$ cat src/rtl/axis_frame_arbiter_pkg.sv
// Shared definitions for the AXI-stream frame arbiter.
//   arb_state_t : arbiter FSM encoding (IDLE / ACTIVE)
//   idx_w()     : width of a port index for a given port count
package axis_frame_arbiter_pkg;

    typedef enum logic [0:0] {
        ST_IDLE   = 1'b0,
        ST_ACTIVE = 1'b1
    } arb_state_t;

    localparam int MIN_PORTS = 2;
    localparam int MAX_PORTS = 16;

    // Index width derived from the port count; never narrower than one bit.
    function automatic int idx_w(input int ports);
        return (ports > 1) ? $clog2(ports) : 1;
    endfunction

endpackage

$ cat src/rtl/axis_rr_select.sv
// Combinational round-robin selector.
//   req_i       : request vector, one bit per port
//   last_i      : index of the most recently served port
//   grant_oh_o  : one-hot of the first requester after last_i (wrapping)
//   grant_idx_o : binary index of that requester
//   grant_vld_o : at least one request present
module axis_rr_select
    import axis_frame_arbiter_pkg::*;
#(
    parameter int PORTS = 4,
    parameter int IDX_W = idx_w(PORTS)
) (
    input  logic [PORTS-1:0] req_i,
    input  logic [IDX_W-1:0] last_i,
    output logic [PORTS-1:0] grant_oh_o,
    output logic [IDX_W-1:0] grant_idx_o,
    output logic             grant_vld_o
);

    logic [IDX_W-1:0] cand;

    // Scan from last_i+1 around to last_i itself; the first hit wins, so a
    // lone requester is granted even when it was served last.
    always_comb begin
        grant_oh_o  = '0;
        grant_idx_o = '0;
        grant_vld_o = 1'b0;
        cand        = '0;
        for (int k = 1; k <= PORTS; k++) begin
            cand = IDX_W'((int'(last_i) + k) % PORTS);
            if (!grant_vld_o && req_i[cand]) begin
                grant_vld_o      = 1'b1;
                grant_oh_o[cand] = 1'b1;
                grant_idx_o      = cand;
            end
        end
    end

endmodule

$ cat src/rtl/axis_frame_arbiter.sv
// Round-robin AXI-stream frame arbiter: PORTS inputs to one output, whole
// frames only, registered output with a one-entry skid buffer.
//   clk, rst                 : clock, asynchronous active-high reset
//   input_axis_t*            : PORTS packed input streams (port i = slice i)
//   output_axis_t*           : merged output stream
//   grant_valid, grant_index : a frame is granted / which port owns it
module axis_frame_arbiter
    import axis_frame_arbiter_pkg::*;
#(
    parameter int PORTS      = 4,
    parameter int DATA_WIDTH = 64,
    parameter int KEEP_WIDTH = DATA_WIDTH / 8
) (
    input  logic                          clk,
    input  logic                          rst,
    input  logic [PORTS*DATA_WIDTH-1:0]   input_axis_tdata,
    input  logic [PORTS*KEEP_WIDTH-1:0]   input_axis_tkeep,
    input  logic [PORTS-1:0]              input_axis_tvalid,
    output logic [PORTS-1:0]              input_axis_tready,
    input  logic [PORTS-1:0]              input_axis_tlast,
    input  logic [PORTS-1:0]              input_axis_tuser,
    output logic [DATA_WIDTH-1:0]         output_axis_tdata,
    output logic [KEEP_WIDTH-1:0]         output_axis_tkeep,
    output logic                          output_axis_tvalid,
    input  logic                          output_axis_tready,
    output logic                          output_axis_tlast,
    output logic                          output_axis_tuser,
    output logic                          grant_valid,
    output logic [idx_w(PORTS)-1:0]       grant_index
);

    localparam int IDX_W = idx_w(PORTS);

    arb_state_t       state_q, state_d;
    logic [IDX_W-1:0] last_grant_q, last_grant_d;
    logic [IDX_W-1:0] grant_index_q, grant_index_d;
    logic [PORTS-1:0] grant_oh_q, grant_oh_d;
    logic             grant_valid_q, grant_valid_d;
    logic             ready_int_q;

    logic [DATA_WIDTH-1:0] out_data_q, out_data_d, tmp_data_q, tmp_data_d;
    logic [KEEP_WIDTH-1:0] out_keep_q, out_keep_d, tmp_keep_q, tmp_keep_d;
    logic out_valid_q, out_valid_d, tmp_valid_q, tmp_valid_d;
    logic out_last_q, out_last_d, tmp_last_q, tmp_last_d;
    logic out_user_q, out_user_d, tmp_user_q, tmp_user_d;

    logic [PORTS-1:0] rr_oh;
    logic [IDX_W-1:0] rr_idx;
    logic             rr_vld;

    logic [DATA_WIDTH-1:0] sel_data;
    logic [KEEP_WIDTH-1:0] sel_keep;
    logic sel_valid, sel_last, sel_user;
    logic beat_valid, early_ready;

    axis_rr_select #(.PORTS(PORTS), .IDX_W(IDX_W)) u_rr_select (
        .req_i       (input_axis_tvalid),
        .last_i      (last_grant_q),
        .grant_oh_o  (rr_oh),
        .grant_idx_o (rr_idx),
        .grant_vld_o (rr_vld)
    );

    // Granted-port mux.
    assign sel_data  = input_axis_tdata[grant_index_q*DATA_WIDTH +: DATA_WIDTH];
    assign sel_keep  = input_axis_tkeep[grant_index_q*KEEP_WIDTH +: KEEP_WIDTH];
    assign sel_valid = input_axis_tvalid[grant_index_q];
    assign sel_last  = input_axis_tlast[grant_index_q];
    assign sel_user  = input_axis_tuser[grant_index_q];

    // A beat is accepted only in ACTIVE while the registered ready is high.
    assign beat_valid  = (state_q == ST_ACTIVE) && ready_int_q && sel_valid;
    // Ready for next cycle: space is guaranteed if the sink drains or the skid
    // stays empty and the output register is free or not being refilled.
    assign early_ready = output_axis_tready ||
                         (!tmp_valid_q && (!out_valid_q || !beat_valid));

    always_comb begin
        input_axis_tready = '0;
        if (state_q == ST_ACTIVE) begin
            input_axis_tready = grant_oh_q & {PORTS{ready_int_q}};
        end
    end

    // Arbiter FSM next state.
    always_comb begin
        state_d       = state_q;
        last_grant_d  = last_grant_q;
        grant_index_d = grant_index_q;
        grant_oh_d    = grant_oh_q;
        grant_valid_d = grant_valid_q;
        case (state_q)
            ST_IDLE: begin
                if (rr_vld) begin
                    grant_index_d = rr_idx;
                    grant_oh_d    = rr_oh;
                    grant_valid_d = 1'b1;
                    state_d       = ST_ACTIVE;
                end
            end
            ST_ACTIVE: begin
                if (beat_valid && sel_last) begin
                    last_grant_d  = grant_index_q;
                    grant_valid_d = 1'b0;
                    state_d       = ST_IDLE;
                end
            end
            default: state_d = ST_IDLE;
        endcase
    end

    // Output register plus skid buffer. Data is captured even when the
    // written valid is 0; that is harmless because valid qualifies it.
    always_comb begin
        out_data_d  = out_data_q;
        out_keep_d  = out_keep_q;
        out_last_d  = out_last_q;
        out_user_d  = out_user_q;
        out_valid_d = out_valid_q;
        tmp_data_d  = tmp_data_q;
        tmp_keep_d  = tmp_keep_q;
        tmp_last_d  = tmp_last_q;
        tmp_user_d  = tmp_user_q;
        tmp_valid_d = tmp_valid_q;
        if (ready_int_q) begin
            if (output_axis_tready || !out_valid_q) begin
                out_data_d  = sel_data;
                out_keep_d  = sel_keep;
                out_last_d  = sel_last;
                out_user_d  = sel_user;
                out_valid_d = beat_valid;
            end else begin
                tmp_data_d  = sel_data;
                tmp_keep_d  = sel_keep;
                tmp_last_d  = sel_last;
                tmp_user_d  = sel_user;
                tmp_valid_d = beat_valid;
            end
        end else if (output_axis_tready) begin
            out_data_d  = tmp_data_q;
            out_keep_d  = tmp_keep_q;
            out_last_d  = tmp_last_q;
            out_user_d  = tmp_user_q;
            out_valid_d = tmp_valid_q;
            tmp_valid_d = 1'b0;
        end
    end

    always_ff @(posedge clk or posedge rst) begin
        if (rst) begin
            state_q       <= ST_IDLE;
            last_grant_q  <= IDX_W'(PORTS - 1);
            grant_index_q <= '0;
            grant_oh_q    <= '0;
            grant_valid_q <= 1'b0;
            ready_int_q   <= 1'b0;
            out_data_q    <= '0;
            out_keep_q    <= '0;
            out_last_q    <= 1'b0;
            out_user_q    <= 1'b0;
            out_valid_q   <= 1'b0;
            tmp_data_q    <= '0;
            tmp_keep_q    <= '0;
            tmp_last_q    <= 1'b0;
            tmp_user_q    <= 1'b0;
            tmp_valid_q   <= 1'b0;
        end else begin
            state_q       <= state_d;
            last_grant_q  <= last_grant_d;
            grant_index_q <= grant_index_d;
            grant_oh_q    <= grant_oh_d;
            grant_valid_q <= grant_valid_d;
            ready_int_q   <= early_ready;
            out_data_q    <= out_data_d;
            out_keep_q    <= out_keep_d;
            out_last_q    <= out_last_d;
            out_user_q    <= out_user_d;
            out_valid_q   <= out_valid_d;
            tmp_data_q    <= tmp_data_d;
            tmp_keep_q    <= tmp_keep_d;
            tmp_last_q    <= tmp_last_d;
            tmp_user_q    <= tmp_user_d;
            tmp_valid_q   <= tmp_valid_d;
        end
    end

    assign output_axis_tdata  = out_data_q;
    assign output_axis_tkeep  = out_keep_q;
    assign output_axis_tlast  = out_last_q;
    assign output_axis_tuser  = out_user_q;
    assign output_axis_tvalid = out_valid_q;
    assign grant_valid        = grant_valid_q;
    assign grant_index        = grant_index_q;

endmodule

$ cat config.mk
export PLATFORM = sky130hd
export DESIGN_NAME = axis_frame_arbiter
export DESIGN_NICKNAME = d
export VERILOG_FILES = /design/src/rtl/axis_frame_arbiter_pkg.sv /design/src/rtl/axis_rr_select.sv /design/src/rtl/axis_frame_arbiter.sv
export SDC_FILE = /design/constraint.sdc
export NUM_CORES = 1
export LEC_CHECK = 0
export ABC_AREA = 0
export CAP_MARGIN = 5
export CORE_ASPECT_RATIO = 2
export CORE_MARGIN = 3
export CORE_UTILIZATION = 44
export DETAILED_ROUTE_END_ITERATION = 8
export PLACE_DENSITY = 0.91
export SYNTH_ARGS = -nofsm -noshare
export SYNTH_HDL_FRONTEND = slang
export SYNTH_HIERARCHICAL = 1
export SYNTH_SLANG_ARGS = --single-unit
$ cat constraint.sdc
create_clock -name clk -period 6.5 [get_ports clk]
set_input_delay 0.65 -clock clk [delete_from_list [all_inputs] [get_ports clk]]
set_output_delay 0.65 -clock clk [all_outputs]
set_load 0.02 [all_outputs]
==> out/qor.yml <==
outcome:
  status: "completed"
timing:
  fin_tns_setup_ps: 0
  fin_crit_ps: 3068
  finalHoldWorstSlack_ps: 487.7
  drv_slew: 0
  finalCritPeriodShare: 0.4720
  max_slew.worst_pin.slew_ps: 1149
  skew_ps: 8.804
  setup_ws_ps: 3432
  relSlewSlack: 0.2341
  finalSetupViolCount: 0
  final-hold-violation-count: 0
  rsz0062_at_grt: "no"
  fmax_mhz: 325.9
place:
  placedCellCount: 1316
  post_dp_cell_area_um2: 13080
  preCtsSetupSlack_ps: 3162
  gp_congestion: 0.8919
  dp_hpwl_mm: 20.24
  io_buffers: 384
clock_tree:
  cts_root_buf: "clkbuf_16"
  numCtsBuffers: 17
  htree_levels: 4
  post-cts-setup-buffers: 0
  clock-sinks: 161
  clock_path_buffers: 2
  insertion_delay_ps: 410
  clkSlewWorstSetupHoldPaths_ps: 60
  hold_buffers: 0
  post_cts_resized: 0
  tritoncts: "built"
synth:
  seq_area_frac_synth: 0.4405
  synth.top_cell.area_share: 0.4348
  syn_area_um2: 9151
  synth_top_cell_by_area: "dfrtp_1"
  synthFlopType: "dfrtp_1"
  synth_edf_count: 0
  yosys-top-cells-area: "dfrtp_1, mux4_2, mux2_2"
  syn_inst: 723
  synth.most_common_cell: "dfrtp_1"
  avgSynthCellArea_um2: 12.66
  yosysUniqueCellTypes: 43
  ys_ff_latch: 161
  synth_common_cells: "dfrtp_1, mux2_2, a21oi_1"
  synthArstFlopShare: 1.000
  synth.net_count: 1034
  yosys_warnings: 6
route:
  wl_per_cell_um: 20.34
  num_vias: 7464
  drt_first_pass_iters: 4
  drt_iter0_markers: 420
  drc: 0
  routed_wl_mm: 27.36
  ant_nets: 0
  via_per_inst: 5.549
worst_setup_path:
  cp.arrival_ps: 3370
  worst_setup_path_start_kind: "flop"
  required_ps: 6800
  crit_type: "flop to flop"
  worstSetupEndpointType: "flop"
  critPathMaxFanout: 21
global_route:
  use_met3: 0.05241
  grt_max_degree: 104
  antenna_found_initial: 0
  grt.total_usage: 0.2416
  grt_use_met2: 0.4381
  met1_usage: 0.2787
  grt-ovfl-total: 0
  grt-busiest-layer: "met2"
  grt_pass1_wl_mm: 42.74
  grt_pass1_vias: 8135
final_layout:
  diodes: 0
  finalNonFillerCells: 1345
  nets: 1380
  design_area_um2: 13700
  area_delta_synth_final_pct: 49.69
  layout-drive-gt1-share: 0.1872
  utilization: 0.6694
power_and_ir_drop:
  swShare: 0.3732
  power.total_mw: 6.362
  clkPwrFrac: 0.167
  peakVddDrop_uv: 407.4
  power_density_nw_per_um2: 464.4
  p_leak_nw: 5.681
  sequentialPowerShare: 0.306
  switchingPower_mw: 2.374
  p_int_mw: 3.987
  combPwrFrac: 0.527
die:
  core_area_um2: 20460
  chipWidth_um: 108.0
  die_h_um: 210.0
  die_area_um2: 22670
  ioPinCount: 385
  row_count: 74
  start_util: 0.4472
job:
  drv_cap: 0
worst_hold_path:
  hp-class: "flop to flop"
==> critical path, cell delays in order, from the launching register on <==
cell and delay (ps):
dfstp_2 800, inv_1 180, ha_1 560, inv_1 230, a31oi_1 420, o31ai_1 150, a2111o_1 360, mux2_2 260
==> cell families (layout without fill, tap and decap cells) <==
family	Yosys count	count (layout)	share of synthesized area
multiplexers	229	229	0.3661
adder cells (fa/ha/maj)	8	8	0.01094
AO/OA/AOI/OAI	116	116	0.07574
flip-flops	161	161	0.4405
buffers and inverters	73	429	0.03938
AND/OR/NAND/NOR	136	136	0.06727
==> layout by cell type, fill, tap and decap left out, types with 12 or more instances in the layout <==
| master | synthesis | final |
|---|---|---|
| clkdlybuf4s50_1 | 0 | 384 |
| dfrtp_1 | 159 | 156 |
| mux2_2 | 83 | 83 |
| a21oi_1 | 79 | 79 |
| mux4_2 | 75 | 75 |
| nor2_1 | 71 | 71 |
| mux2i_1 | 70 | 70 |
| nand2_1 | 26 | 25 |
| clkbuf_16 | 0 | 17 |
| nor2b_1 | 12 | 12 |
==> sequential cells by signal (all words and copies together) (netlist names), 2 cells and up <==
signal and count:
tmp_keep_q 8, last_grant_q 2, output_axis_tkeep 8, tmp_data_q 64, grant_oh_q 4, output_axis_tdata 64
grant_index 2
==> final cells by class <==
cell class | instances | area [um^2]
well taps | 266 | 332.8
clock inverters | 10 | 187.7
repair buffers | 389 | 3881
fillers | 1531 | 6764
flip-flops and latches | 161 | 4043
inverters | 11 | 46.29
multi-input cells | 489 | 4775
clock buffers | 19 | 432.9
==> metal layers <==
| metal | up-vias | wire length [um] |
|---|---|---|
| li1 | 3398 | - |
| met1 | 3708 | 9874 |
| met2 | 309 | 15150 |
| met3 | 49 | 1635 |
| met4 | 0 | 698 |
| met5 | - | 0 |
==> path summary, 6_finish.rpt <==
kind / from / endpoint / slack (ps) / depth (start not counted)
max in group asynchronous: rst / output_axis_tdata[51] / 4330 / 3
min in group asynchronous: rst / tmp_data_q[5] / 780 / 2
worst min register to register: grant_valid / grant_valid / 490 / 1
worst max register to register: last_grant_q[0] / grant_oh_q[1] / 3430 / 7
worst min-delay path: grant_valid / grant_valid / 490 / 1
worst max-delay path: last_grant_q[0] / grant_oh_q[1] / 3430 / 7
==> power by group through the flow <==
stage / sequential, mW / combinational [mW] / clock, mW
floorplan: 2.08 / 2.06 / 0
global placement: 1.94 / 3.26 / 0
detailed placement: 1.96 / 3.37 / 0
CTS: 1.95 / 3.39 / 1.09
global route: 2.03 / 3.60 / 1.13
finish: 1.95 / 3.35 / 1.06
No activity file was read; power rests on OpenSTA's default activity.
